## config.mk

```make
export PLATFORM = sky130hd
export DESIGN_NAME = channel_frame_streamer
export DESIGN_NICKNAME = d
export VERILOG_FILES = /design/src/rtl/conf_pkg.sv /design/src/rtl/frame_bank_ram.sv /design/src/rtl/channel_frame_streamer.sv
export SDC_FILE = /design/constraint.sdc
export NUM_CORES = 1
export LEC_CHECK = 0
export CORE_MARGIN = 5
export CORE_UTILIZATION = 58
export DETAILED_ROUTE_END_ITERATION = 12
export PLACE_DENSITY = 0.87
export SLEW_MARGIN = 25
export SYNTH_ARGS = -nofsm -noshare
export SYNTH_HDL_FRONTEND = slang
export SYNTH_SLANG_ARGS = --single-unit
export TNS_END_PERCENT = 10
```

## constraint.sdc

```tcl
create_clock -name clk -period 2.9 [get_ports clk]
set_input_delay 0.29 -clock clk [delete_from_list [all_inputs] [get_ports clk]]
set_output_delay 0.29 -clock clk [all_outputs]
set_load 0.02 [all_outputs]
```

## src/rtl/conf_pkg.sv

```systemverilog
// Shared configuration for the acquisition-to-filter datapath: channel count,
// sample width, channel/data types and the streamer FSM state encoding.
package conf_pkg;

  localparam int CHANNEL_COUNT = 4;
  localparam int DATA_WIDTH    = 16;
  // One spare bit so out-of-range channel indices are representable and rejectable.
  localparam int CHANNEL_WIDTH = $clog2(CHANNEL_COUNT) + 1;
  localparam int STREAM_GAP    = 0;

  typedef logic [CHANNEL_WIDTH-1:0] channel_t;
  typedef logic [DATA_WIDTH-1:0]    data_t;

  typedef enum logic [1:0] {
    ST_IDLE = 2'd0,
    ST_SCAN = 2'd1,
    ST_WAIT = 2'd2
  } stream_state_t;

endpackage

```

## src/rtl/frame_bank_ram.sv

```systemverilog
// Ping-pong frame storage: two banks of N_CH samples, one write port and one
// read port with a single registered read stage.
module frame_bank_ram
  import conf_pkg::*;
#(
  parameter int N_CH = CHANNEL_COUNT
) (
  input  logic                        clk,
  input  logic                        rst_n,
  input  logic                        i_wr_en,
  input  logic                        i_wr_bank,
  input  logic [$clog2(N_CH)-1:0]     i_wr_ch,
  input  data_t                       i_wr_data,
  input  logic                        i_rd_en,
  input  logic                        i_rd_bank,
  input  logic [$clog2(N_CH)-1:0]     i_rd_ch,
  output data_t                       o_rd_data
);

  localparam int AW    = $clog2(N_CH);
  localparam int AAW   = AW + 1;
  localparam int DEPTH = 2 * N_CH;

  data_t            r_mem [DEPTH];
  data_t            r_rd_data;
  logic [AAW-1:0]   w_wr_addr;
  logic [AAW-1:0]   w_rd_addr;

  // Bank 1 occupies the upper N_CH words; linear so non-power-of-two N_CH packs tightly.
  assign w_wr_addr = i_wr_bank ? (AAW'(N_CH) + {1'b0, i_wr_ch}) : {1'b0, i_wr_ch};
  assign w_rd_addr = i_rd_bank ? (AAW'(N_CH) + {1'b0, i_rd_ch}) : {1'b0, i_rd_ch};

  always_ff @(posedge clk) begin
    if (i_wr_en) r_mem[w_wr_addr] <= i_wr_data;
  end

  // The read register doubles as the output data register, so it holds between reads.
  always_ff @(posedge clk or negedge rst_n) begin
    if (!rst_n)       r_rd_data <= '0;
    else if (i_rd_en) r_rd_data <= r_mem[w_rd_addr];
  end

  assign o_rd_data = r_rd_data;

endmodule

```

## src/rtl/channel_frame_streamer.sv

```systemverilog
// Streams a committed ping-pong frame as channel-interleaved beats (no backpressure).
// Optional STREAMER_ZERO_FILL_EN: unwritten channels of a frame are emitted as zero.
module channel_frame_streamer
  import conf_pkg::*;
#(
  parameter int N_CH = CHANNEL_COUNT,
  parameter int GAP  = 0
) (
  input  logic     clk,
  input  logic     rst_n,
  input  channel_t wr_channel,
  input  data_t    wr_data,
  input  logic     wr_en,
  input  logic     frame_commit,
  output channel_t m_axis_a_tchannel,
  output data_t    m_axis_a_tdata,
  output logic     m_axis_a_tvalid,
  output logic     m_axis_a_tlast,
  output logic     busy,
  output logic     overflow
);

  localparam int            AW      = $clog2(N_CH);
  localparam int            GW      = (GAP > 0) ? $clog2(GAP + 1) : 1;
  localparam logic [AW-1:0] LAST_CH = AW'(N_CH - 1);

  stream_state_t  r_state;
  logic           r_wsel;
  logic [AW-1:0]  r_ch;
  logic [GW-1:0]  r_gap;
  logic           r_tvalid;
  logic           r_tlast;
  logic           r_overflow;
  channel_t       r_tchannel;

  logic           w_wr_ok;
  logic [AW-1:0]  w_wr_ch;
  logic           w_commit_ok;
  logic           w_rd_en;
  data_t          w_rd_data;

  assign w_wr_ok     = wr_en && (wr_channel < channel_t'(N_CH));
  assign w_wr_ch     = wr_channel[AW-1:0];
  assign w_commit_ok = frame_commit && (r_state == ST_IDLE);
  assign w_rd_en     = (r_state == ST_SCAN);

  // Write bank is r_wsel, read bank its complement; the swap happens on the commit edge.
  frame_bank_ram #(
    .N_CH (N_CH)
  ) u_ram (
    .clk       (clk),
    .rst_n     (rst_n),
    .i_wr_en   (w_wr_ok),
    .i_wr_bank (r_wsel),
    .i_wr_ch   (w_wr_ch),
    .i_wr_data (wr_data),
    .i_rd_en   (w_rd_en),
    .i_rd_bank (~r_wsel),
    .i_rd_ch   (r_ch),
    .o_rd_data (w_rd_data)
  );

  always_ff @(posedge clk or negedge rst_n) begin
    if (!rst_n) begin
      r_state    <= ST_IDLE;
      r_wsel     <= 1'b0;
      r_ch       <= '0;
      r_gap      <= '0;
      r_tvalid   <= 1'b0;
      r_tlast    <= 1'b0;
      r_overflow <= 1'b0;
      r_tchannel <= '0;
    end else begin
      r_tvalid   <= 1'b0;
      r_tlast    <= 1'b0;
      r_overflow <= frame_commit && (r_state != ST_IDLE);
      case (r_state)
        ST_IDLE: begin
          if (frame_commit) begin
            r_wsel  <= ~r_wsel;
            r_ch    <= '0;
            r_state <= ST_SCAN;
          end
        end
        ST_SCAN: begin
          r_tvalid   <= 1'b1;
          r_tchannel <= channel_t'(r_ch);
          r_tlast    <= (r_ch == LAST_CH);
          if (r_ch == LAST_CH) begin
            r_state <= ST_IDLE;
          end else if (GAP > 0) begin
            r_state <= ST_WAIT;
            r_gap   <= GW'(GAP);
          end else begin
            r_ch <= r_ch + AW'(1);
          end
        end
        ST_WAIT: begin
          if (r_gap == GW'(1)) begin
            r_state <= ST_SCAN;
            r_ch    <= r_ch + AW'(1);
          end else begin
            r_gap <= r_gap - GW'(1);
          end
        end
        default: r_state <= ST_IDLE;
      endcase
    end
  end

`ifdef STREAMER_ZERO_FILL_EN
  logic [N_CH-1:0] r_mask0;
  logic [N_CH-1:0] r_mask1;
  logic            r_fill;

  // The read bank's mask is never written during a scan, so it stays frozen.
  always_ff @(posedge clk or negedge rst_n) begin
    if (!rst_n) begin
      r_mask0 <= '0;
      r_mask1 <= '0;
      r_fill  <= 1'b0;
    end else begin
      if (w_commit_ok) begin
        if (r_wsel) r_mask0 <= '0;
        else        r_mask1 <= '0;
      end
      if (w_wr_ok) begin
        if (r_wsel) r_mask1[w_wr_ch] <= 1'b1;
        else        r_mask0[w_wr_ch] <= 1'b1;
      end
      if (w_rd_en) r_fill <= r_wsel ? r_mask0[r_ch] : r_mask1[r_ch];
    end
  end

  assign m_axis_a_tdata = r_fill ? w_rd_data : '0;
`else
  assign m_axis_a_tdata = w_rd_data;
`endif

  assign m_axis_a_tchannel = r_tchannel;
  assign m_axis_a_tvalid   = r_tvalid;
  assign m_axis_a_tlast    = r_tlast;
  assign overflow          = r_overflow;
  assign busy              = (r_state != ST_IDLE) || r_tvalid;

endmodule

```

==> results of run 1 <==
how the worst max path moves through the flow:
stage	to	cells past startpoint	startpoint
3_5_place_dp	u_ram.r_mem[3][4]	4	wr_channel[2]
6_report	u_ram.o_rd_data[6]	4	r_ch[1]
3_3_place_gp	u_ram.r_mem[4][1]	4	wr_en
4_1_cts	busy	2	r_state[0]
5_1_grt	u_ram.o_rd_data[6]	4	r_ch[1]
2_1_floorplan	u_ram.r_mem[0][0]	2	wr_channel[0]
flip-flops by register name, summed over array words and instances (netlist names):
register / count
m_axis_a_tlast: 1
u_ram.r_mem: 128
m_axis_a_tchannel: 2
u_ram.o_rd_data: 16
overflow: 1
r_state: 1
m_axis_a_tvalid: 1
r_wsel: 1
r_ch: 2
where the power goes:
part           total [uW]  internal, uW  switching [uW]
Sequential           2760          2640             125
Clock                2040          1220             820
Combinational        2180           967            1220
Total                6980          4820            2160
per-stage QoR:
step,utilization [%],power [uW]
floorplan,-,4231
global placement,65.10,4882
detailed placement,65.10,4943
CTS,70.53,7007
global route,70.53,7286
finish,70.53,6983
worst max-delay path, delay by kind of cell (launching register included):
kind,cells,cell delay [ps]
AOI/OAI and AO/OA,2,350
buffers and inverters,1,340
DFF,1,540
and+or+nand+nor,1,740
kinds of logic (layout without fill, tap and decap cells):
group / Yosys count / in the layout / synth area share [%]
and+or+nand+nor: 70 / 70 / 6.664
other: 1 / 1 / 0.06261
AOI/OAI and AO/OA: 53 / 53 / 7.437
xor gates and xnor gates: 1 / 1 / 0.1463
adders and majority gates: 2 / 2 / 0.4177
muxes: 50 / 50 / 8.398
DFF: 153 / 153 / 74.62
buffers and inverters: 24 / 95 / 2.256
layout by cell type, fill, tap and decap left out, types with 2 or more instances in the layout:
master	n
nor3_2	2
clkdlybuf4s50_1	44
mux2_2	2
clkinvlp_4	2
ha_1	2
clkinv_4	3
bufinv_16	2
edfxtp_1	128
clkbuf_16	16
mux2i_1	48
clkinv_2	6
and2_1	2
a22oi_1	16
buf_4	17
nand2b_1	5
nor2_1	7
nand3_1	16
o21ai_0	4
a211o_1	16
nor2b_1	33
dfrtp_1	24
clkbuf_1	2
a41o_1	16
layer usage:
metal | GRT usage (%) | part of all wire (%) | wire length (um)
met3 | 5.652 | 5.8 | 725
met4 | 9.327 | 2.2 | 282
met1 | 28.50 | 42 | 5316
met2 | 33.69 | 50 | 6261
met5 | 0 | 0 | 0
area by class of cell:
class	instances	area, um2
Sequential cell	153	4473
Fill cell	619	3002
Multi-Input combinational cell	177	1395
Timing Repair Buffer	62	588.1
Clock buffer	19	421.7
Tap cell	136	170.2
Clock inverter	13	131.4
Inverter	1	3.754
==> impl.org, run 1 <==
** Cells and area
- Number of nets in the finished design :: 437
- With fillers left out, the area of the finished cells amounts to 0.007183 mm2.
- Fin cells :: 561
- 0 antenna diodes ended up in the layout.
- The area growth from synthesis to layout is 19.93%.
- Fraction of layout cells with a size suffix above 1 :: 13.18%

** Global routing
- Entering global routing, the biggest net connects 86 pins.
- First-pass GRT wire length :: 20180 um
- Number of antenna violations at the first check in global routing :: 0
- Vias in the first global route :: 3683
- Across every metal layer, demand over resource in global routing totals 21.44%.
- Overflow left after global routing :: 0

** Clock network
- After clock tree synthesis, the clock-pin slew on the worst setup and hold paths is 60 ps.
- The H-tree was split into 4 levels.
- Number of sinks handled by clock tree synthesis :: 153
- TritonCTS built the clock tree.
- Hold repair after CTS inserted 0 buffers.
- The tree is rooted in a clkbuf_8.
- Latest clock arrival within the worst-skew pair :: 520 ps
- # resized after CTS :: 0
- TritonCTS buffer count :: 17
- The longest clock path from root to sink contains 2 buffers.
- Number of post-CTS setup repair buffers :: 0

** Placement
- Worst slack, placed :: 805.2 ps
- The number of placed instances, taps included, is 529.
- HPWL reported at the end of detailed placement :: 7213 um
- Buffers placed on the I/O ports in this run total 44.
- Placed Area :: 0.006630 mm2
- Weighted congestion reported at the end of routability-driven placement :: 0.7918

** Worst setup path
- The critical path is of the flip-flop to flip-flop type.
- Critical path startpoint category :: flip-flop
- On the worst path, the slowest cell contributes a delay of 740 ps.
- Worst reg2reg startpoint :: r_ch[1]
- Crit. End Element :: flip-flop
- CP max FO :: 9
- Cell with the largest stage delay on the worst path :: nor2b_1
- Critical path, cell by cell :: nor2b_1, buf_4, a22oi_1, a41o_1
- Worst Reg2Reg Path Length in Cells :: 4
- The worst register-to-register path has a setup slack of 820 ps.
- Endpoint of the most critical register-to-register path :: u_ram.o_rd_data[6]
- Data arrival time of the critical path :: 2470 ps
- Required time of the critical path :: 3290 ps

** Timing
- For the final routed database, the setup TNS stands at 0 ps.
- Total of endpoints with negative setup slack in the final report :: 0
- Rel. slew slack :: 43.15%
- Final Critical Period :: 2078 ps
- Post-Route Skew :: 13.24 ps
- Final Max Tran Viols :: 0
- Unrepaired setup endpoints after global routing :: false
- Final hold slack :: 216.1 ps
- For the pin with the worst max-slew slack, the measured transition is 851.0 ps.
- Worst Slack Setup Final :: 822.1 ps
- Fmax :: 481.2 MHz
- The hold violation count in the final report is 0.
- Of the available clock period, the critical path in the final layout requires 71.65%.

** Routing
- Detailed-routing iteration count for the pre-antenna-repair pass :: 8
- Total detailed-routing wirelength :: 12590 um
- In this run, the number of DRC markers left after iteration 0 of detailed routing was 323.
- Routed length per instance :: 22.43 um
- Using the TritonRoute via totals, the vias-per-cell ratio works out to 6.055.
- For this block, the via count after detailed routing is 3397.
- Number of remaining DRC errors :: 0
- Antenna-violating nets left :: 0

** Synthesis
- Cell types occupying the most area after synthesis :: edfxtp_1 64%, dfrtp_1 10%, mux2i_1 8.0%
- Fraction of synthesized cell area taken by the top area cell type :: 64.17%
- Synth top cells by count :: 128 x edfxtp_1, 48 x mux2i_1, 33 x nor2b_1, 25 x dfrtp_1
- Yosys mapped a number of flops with a built-in enable equal to 128.
- Sequential elements use 74.62% of the synthesized area.
- Share of async-settable or async-resettable flops after synthesis :: 16.34%
- In this run, distinct cell masters in the synthesized netlist total 28.
- Number of synthesized register bits :: 153
- Largest area contributor in the netlist :: edfxtp_1
- Yosys printed 0 warnings.
- Leading register cell type out of synthesis :: edfxtp_1
- The mapped netlist covers 0.005989 mm2.
- After synthesis, the mean cell area works out to 16.92 um2.
- Post-Synthesis Cells :: 354
- Most instantiated library cell after synthesis :: edfxtp_1
- Syn Nets :: 379

** Outcome
- The run finished with clean final reports.

** Floorplanning
- The initial utilization of the core area, before any placement, comes to 58.81%.
- The die is 111.6 um tall.
- Die footprint :: 0.01246 mm2
- In this run the horizontal extent of the chip is 111.6 um.
- The region available for standard cell placement spans 0.01018 mm2.
- Row generation in the floorplan step produced 37 rows.
- Number of primary I/O pins :: 46

** Power and ir drop
- Leakage :: 0.002594 uW
- Areal power density over the cells :: 972.1 mW/mm2
- Across the VDD grid, the largest voltage drop is 0.0006618 V.

** Job
- Reported max-cap violation count :: 0

** Worst hold path
- Tightest Hold Check Type :: input pin to async pin
No activity file was read; power rests on OpenSTA's default activity.
==> run 2: changes to the inputs <==
--- a/config.mk
+++ b/config.mk
@@ -6,9 +6,9 @@
 export NUM_CORES = 1
 export LEC_CHECK = 0
 export CORE_MARGIN = 5
-export CORE_UTILIZATION = 58
+export CORE_UTILIZATION = 52
 export DETAILED_ROUTE_END_ITERATION = 12
-export PLACE_DENSITY = 0.87
+export PLACE_DENSITY = 0.83
 export SLEW_MARGIN = 25
 export SYNTH_ARGS = -nofsm -noshare
 export SYNTH_HDL_FRONTEND = slang
==> constraint.sdc (replaced) <==
create_clock -name clk -period 1.9 [get_ports clk]
set_input_delay 0.19 -clock clk [delete_from_list [all_inputs] [get_ports clk]]
set_output_delay 0.19 -clock clk [all_outputs]
set_load 0.02 [all_outputs]
==> impl.org, run 2 (synthesis gave the netlist of run 1 again) <==
** Timing
- Worst Slack Setup Final :: 75.83 ps
- Derived from the worst setup path, the maximum achievable clock frequency is 548.2 MHz.
- Clock skew on the completed layout was measured at 7.721 ps.
- Number of failing hold endpoints at the final stage :: 0
- The clock period could shrink to 1824 ps.
- Setup repair after global routing left no endpoint under its margin.
- Total of endpoints with negative setup slack in the final report :: 0
- Final Max Tran Viols :: 0
- In the finished design, the share of the clock period the worst path needs comes to 96.01%.

** Clock network
- Counting along the longest clock path gives a buffer depth of 2.
- Once the clock tree was built, the resizer swapped 0 gates to a different size.
- Clk root buf :: clkbuf_16
- After clock tree synthesis, the clock-pin slew on the worst setup and hold paths is 60 ps.
- Buffers inserted to repair hold after CTS numbered 0.
- Number of sinks handled by clock tree synthesis :: 153
- TritonCTS buffer count :: 17
- Number of post-CTS setup repair buffers :: 0
- The clock reaches the later pin of the worst-skew pair after 410 ps.
- Number of H-tree branching levels :: 4
- TritonCTS clock tree :: done

** Global routing
- Number of antenna violations at the first check in global routing :: 0
- Entering global routing, the biggest net connects 44 pins.
- The via count of the first global-routing pass was 3548.
- GRT Overall Usage :: 18.16%
- First-pass GRT wire length :: 19340 um
- Overflow left after global routing :: 0

** Worst setup path
- The endpoint identified for the worst register-to-register timing path is u_ram.o_rd_data[3].
- The setup path with the least slack is of type flip-flop to primary output.
- The worst register-to-register path has a setup slack of 270 ps.
- Along the worst path, the maximum fanout reaches 2.
- Worst Reg2Reg Path Length in Cells :: 4
- The worst register-to-register path begins at r_ch[0].
- For the worst setup path, the data required time is 1710 ps.
- The worst setup path is captured at a primary output.
- The worst setup path is launched from a flip-flop.
- Data arrival time of the critical path :: 1630 ps
- Worst Setup SP :: r_state[0]
- Crit path capture :: busy

** Floorplanning
- The die is 117.3 um tall.
- For this design the top-level I/O count stands at 46.
- In this run the horizontal extent of the chip is 117.3 um.
- Standard cell core area :: 0.01137 mm2
- Die footprint :: 0.01377 mm2
- Initial core utilization :: 52.68%
- In this run the core area contains 39 standard-cell rows.

** Cells and area
- Layout area overhead :: 22.16%
- Number of nets in the finished design :: 444
- Most common library cell in the layout ignoring fill and taps :: edfxtp_1
- The finished cells cover 0.007317 mm2.
- Ranked by flip-flop count, first place goes to u_ram.r_mem.
- Number of inserted filler cells in the final layout :: 773
- Number of antenna repair diodes :: 0
- Flip-flop count of the largest register after layout :: 128
- Fraction of layout cells with a size suffix above 1 :: 14.85%
- The library cells used most frequently in the layout, excluding fill and tap cells, are 128 x edfxtp_1, 48 x mux2i_1, 44 x clkdlybuf4s50_1.
- Cells fill 64.36% of the core in the end.

** Placement
- At the end of routability-driven placement, the weighted congestion stood at 0.7618.
- At the placement stage, the worst setup path has a slack of -1.798 ps.
- Summed over all nets, the half-perimeter wirelength after detailed placement is 7554 um.
- Placed Area :: 0.006729 mm2
- Port buffering added 44 buffers.

** Worst hold path
- Tightest Hold Check Type :: input pin to async pin

** Routing
- Via-per-instance ratio :: 5.882
- Before antenna repair, the detailed router went through 5 iterations.
- For this block, the initial DRC count from the detailed router was 274.
- Routed length per instance :: 21.67 um
- Number of remaining DRC errors :: 0
- Overall via count from detail_route :: 3376
- The detail route stage leaves a number of antenna-violating nets equal to 0.
- The final layout contains routed wiring with a total length of 12440 um.

** Job
- Reported max-cap violation count :: 0

** Outcome
- Status :: finished clean

** Power and ir drop
- Areal power density over the cells :: 1499 mW/mm2
- Worst vdd ir :: 0.001239 V
- Leakage :: 0.002649 uW
[run 2: changes by cell type in the layout (fill, tap and decap cells not counted), sizes merged]
cell	change
inv	+7
clkinvlp	+1
clkinv	-7
buf	+7
clkbuf	-2
[run 2: stage by stage]
stage | total power (uW) | TNS, ps | std cells | hold slack, ps
after floorplan | 6458 | -12120 | 354 | -105.6
after global placement | 7515 | -228.2 | 543 | 489.0
after detailed placement | 7612 | -11.51 | 543 | 508.9
after CTS | 11030 | 0 | 574 | 95.75
after global routing | 11410 | 0 | 574 | 115.6
final | 10970 | 0 | 574 | 93.76
[run 2: worst max-delay path, stage by stage (launching register included)]
cell,delay [ps]
dfrtp_1,400
or2_2,290
clkdlybuf4s50_1,540
[run 2: power breakdown]
group          leakage, uW  internal, uW  switching (uW)
registers          0.00145          4020             236
clock network     0.000281          1960            1400
logic             0.000921          1550            1800
[run 2: layer usage]
metal / track usage (%) / wire length [um] / vias to the layer above
li1: - / - / 1514
met1: 23.28 / 5157 / 1711
met5: 0 / 0 / -
met2: 29.74 / 6264 / 121
met4: 8.267 / 347 / 0
met3: 3.850 / 669 / 30
[run 2: layout make-up]
| cell class | count | area, um2 | share of cell area, % |
|---|---|---|---|
| sequential | 153 | 4473 | 61.13 |
| inverter | 1 | 3.754 | 0.05130 |
| clock buffer | 17 | 425.4 | 5.814 |
| timing repair buffer | 69 | 678.2 | 9.268 |
| clock inverter | 14 | 162.7 | 2.223 |
| tap | 143 | 178.9 | 2.445 |
| multi-input combinational | 177 | 1395 | 19.07 |
[run 2: worst min path at each step]
stage	endpoint	cells past startpoint
2_1_floorplan	m_axis_a_tchannel[0]	0
3_3_place_gp	m_axis_a_tchannel[0]	1
3_5_place_dp	m_axis_a_tchannel[0]	1
4_1_cts	u_ram.o_rd_data[0]	1
5_1_grt	u_ram.o_rd_data[15]	1
6_report	u_ram.o_rd_data[0]	1
==> run 3: changes to the inputs <==
--- a/config.mk
+++ b/config.mk
@@ -8,7 +8,7 @@
 export CORE_MARGIN = 5
 export CORE_UTILIZATION = 52
 export DETAILED_ROUTE_END_ITERATION = 12
-export PLACE_DENSITY = 0.83
+export PLACE_DENSITY = 0.75
 export SLEW_MARGIN = 25
 export SYNTH_ARGS = -nofsm -noshare
 export SYNTH_HDL_FRONTEND = slang
==> impl.org, run 3 (synthesis gave the netlist of run 1 again) <==
** Outcome
- Status :: finished clean

** Cells and area
- In the final layout, the share of cells above drive strength 1 is 13.82%.
- Most common library cell in the layout ignoring fill and taps :: edfxtp_1
- Layout area overhead :: 23.06%
- Leaving out filler cells and counting taps, the final layout contains 577.
- Number of nets in the finished design :: 446
- The register with the most flip-flops in the layout has 128 of them.
- Commonest cells after routing, fill and taps aside :: 128 x edfxtp_1, 48 x mux2i_1, 44 x clkdlybuf4s50_1
- Counting flops per register, the top entry is u_ram.r_mem.
- In the final layout, flip-flops and latches occupy 0.004473 mm2.
- Number of antenna repair diodes :: 0
- In the final layout, the multi-input gates occupy 0.001395 mm2.
- Number of inserted filler cells in the final layout :: 782
- Final design instance area without fill :: 0.007371 mm2

** Timing
- Total of endpoints with negative setup slack in the final report :: 0
- Worst Slack Setup Final :: 93.59 ps
- Rel. slew slack :: 61.53%
- Setup repair after global routing left no endpoint under its margin.
- Final Max Tran Viols :: 0
- On the final layout, the worst clock skew is 5.889 ps.
- Static timing analysis puts the maximum clock frequency at 553.6 MHz.
- The hold violation count in the final report is 0.
- Final Critical Period :: 1806 ps
- Post-route clock period utilization :: 95.07%
- For the pin with the worst max-slew slack, the measured transition is 575.2 ps.

** Routing
- In the final routed layout, each cell accounts on average for 21.22 um.
- For this run, design rule violations remaining after detail routing come to 0.
- For this block, the routed nets add up to 12250 um of wire.
- Summing over every cut layer, the via total after detailed routing is 3297.
- The detail route stage leaves a number of antenna-violating nets equal to 0.
- Via-per-instance ratio :: 5.714
- In this run, the number of DRC markers left after iteration 0 of detailed routing was 311.
- Detailed-routing iteration count for the pre-antenna-repair pass :: 5

** Clock network
- CTS built an H-tree with a depth of 4.
- TritonCTS built the clock tree.
- Counting along the longest clock path gives a buffer depth of 2.
- Buffers inserted during clock tree synthesis total 17.
- Number of post-CTS setup repair buffers :: 0
- Number of sinks handled by clock tree synthesis :: 153
- Once the clock tree was built, the resizer swapped 0 gates to a different size.
- Clock latency on the worst-skew pair, taken at its later pin, is 410 ps.
- CTS clock-pin slew for the worst setup and hold paths :: 60 ps
- CTS placed an instance of clkbuf_16 at the clock tree root.
- Buffers inserted to repair hold after CTS numbered 0.

** Floorplanning
- The floorplan step set the die height to 117.3 um.
- Initial core utilization :: 52.68%
- Std cell rows :: 39
- Number of primary I/O pins :: 46
- The floorplan step defined a die boundary enclosing 0.01377 mm2.
- After floorplanning, the core was sized to cover 0.01137 mm2.
- The die is 117.3 um wide.

** Power and ir drop
- Internal power :: 7906 uW
- VDD sags by at most 0.0009629 V.
- Leakage :: 0.002676 uW
- The clock network burns 31.1% of the power.
- Sequential cells burn 38.3% of the power.
- Net switching share of the total power :: 28.89%
- P_sw :: 3211 uW
- Of the total power, combinational logic draws 30.5%.
- Power spread over the standard cell area amounts to 1508 mW/mm2.

** Global routing
- Across every metal layer, demand over resource in global routing totals 18.77%.
- Pin count of the biggest net entering global routing :: 42
- The first global-routing pass estimated 19790 um of wire.
- Number of antenna violations at the first check in global routing :: 0
- Overflow left after global routing :: 0
- The via count of the first global-routing pass was 3472.

** Worst setup path
- Cell with the largest stage delay on the worst path :: clkdlybuf4s50_1
- Crit. End Element :: primary output
- Critical path startpoint category :: flip-flop
- Data on the critical path is required at its endpoint by 1710 ps.
- Worst Reg2Reg Path Length in Cells :: 4
- CP max FO :: 2
- The setup check on the worst reg-to-reg path leaves a slack of 300 ps.
- The most critical setup path has its startpoint at r_state[0].
- On the worst path, the slowest cell contributes a delay of 540 ps.
- Worst reg2reg startpoint :: r_ch[0]
- Critical path, cell by cell :: or2_2, clkdlybuf4s50_1
- The endpoint identified for the worst register-to-register timing path is u_ram.o_rd_data[7].
- STA puts the critical path data arrival time at 1620 ps.
- By startpoint and endpoint, the worst setup path is classified as flip-flop to primary output.
- Together, buffers and inverters on the worst path number 1.
- The cell family contributing the most delay on the critical path is buffers and inverters.

** Placement
- Before CTS, the worst setup slack after placement is -38.75 ps.
- Placed instance count :: 545
- Summed over all nets, the half-perimeter wirelength after detailed placement is 7456 um.
- After detailed placement, the total cell area comes to 0.006756 mm2.
- Buffers placed on the I/O ports in this run total 44.
- Weighted congestion reported at the end of routability-driven placement :: 0.7807

** Job
- Reported max-cap violation count :: 0

** Worst hold path
- The min-delay analysis places its worst path in the category input pin to async pin.
-- run 3: stage by stage --
step / hold WS, ps / util [%] / TNS, ps / total power [uW]
finish: 149.6 / 64.83 / 0 / 11120
global placement: 491.2 / 59.43 / -42.09 / 7631
global route: 171.9 / 64.83 / 0 / 11630
floorplan: -105.6 / - / -12120 / 6458
detailed placement: 499.9 / 59.43 / -638.0 / 7687
CTS: 159.8 / 64.83 / 0 / 11190
-- run 3: metal layers --
layer  GRT usage, %  vias up  part of all wire (%)
met2          29.56      123                    50
met4          5.511        0                  0.81
met1          25.66     1654                    43
li1               -     1512                     -
met3          5.245        8                   6.7
met5              0        -                     0
-- run 3: worst max path at each step --
stage	endpoint	slack [ps]	cells after the start
CTS	busy	60	2
floorplan	u_ram.r_mem[0][0]	-350	2
global placement	u_ram.r_mem[4][0]	-5	4
global route	busy	30	2
finish	busy	90	2
detailed placement	u_ram.r_mem[4][15]	-40	4
-- run 3: final cells by class --
cell class	instances	area share, %
clock buffers	23	6.349
clock inverters	9	1.986
inverters	1	0.05093
multi-input cells	177	18.93
flip-flops and latches	153	60.69
well taps	143	2.427
repair buffers	71	9.574
-- run 3: power groups by stage --
stage | sequential, uW | combinational [uW] | clock [uW]
finish | 4260 | 3400 | 3460
global placement | 4310 | 3330 | 0
global route | 4300 | 3670 | 3660
CTS | 4260 | 3440 | 3490
floorplan | 4510 | 1950 | 0
detailed placement | 4320 | 3370 | 0
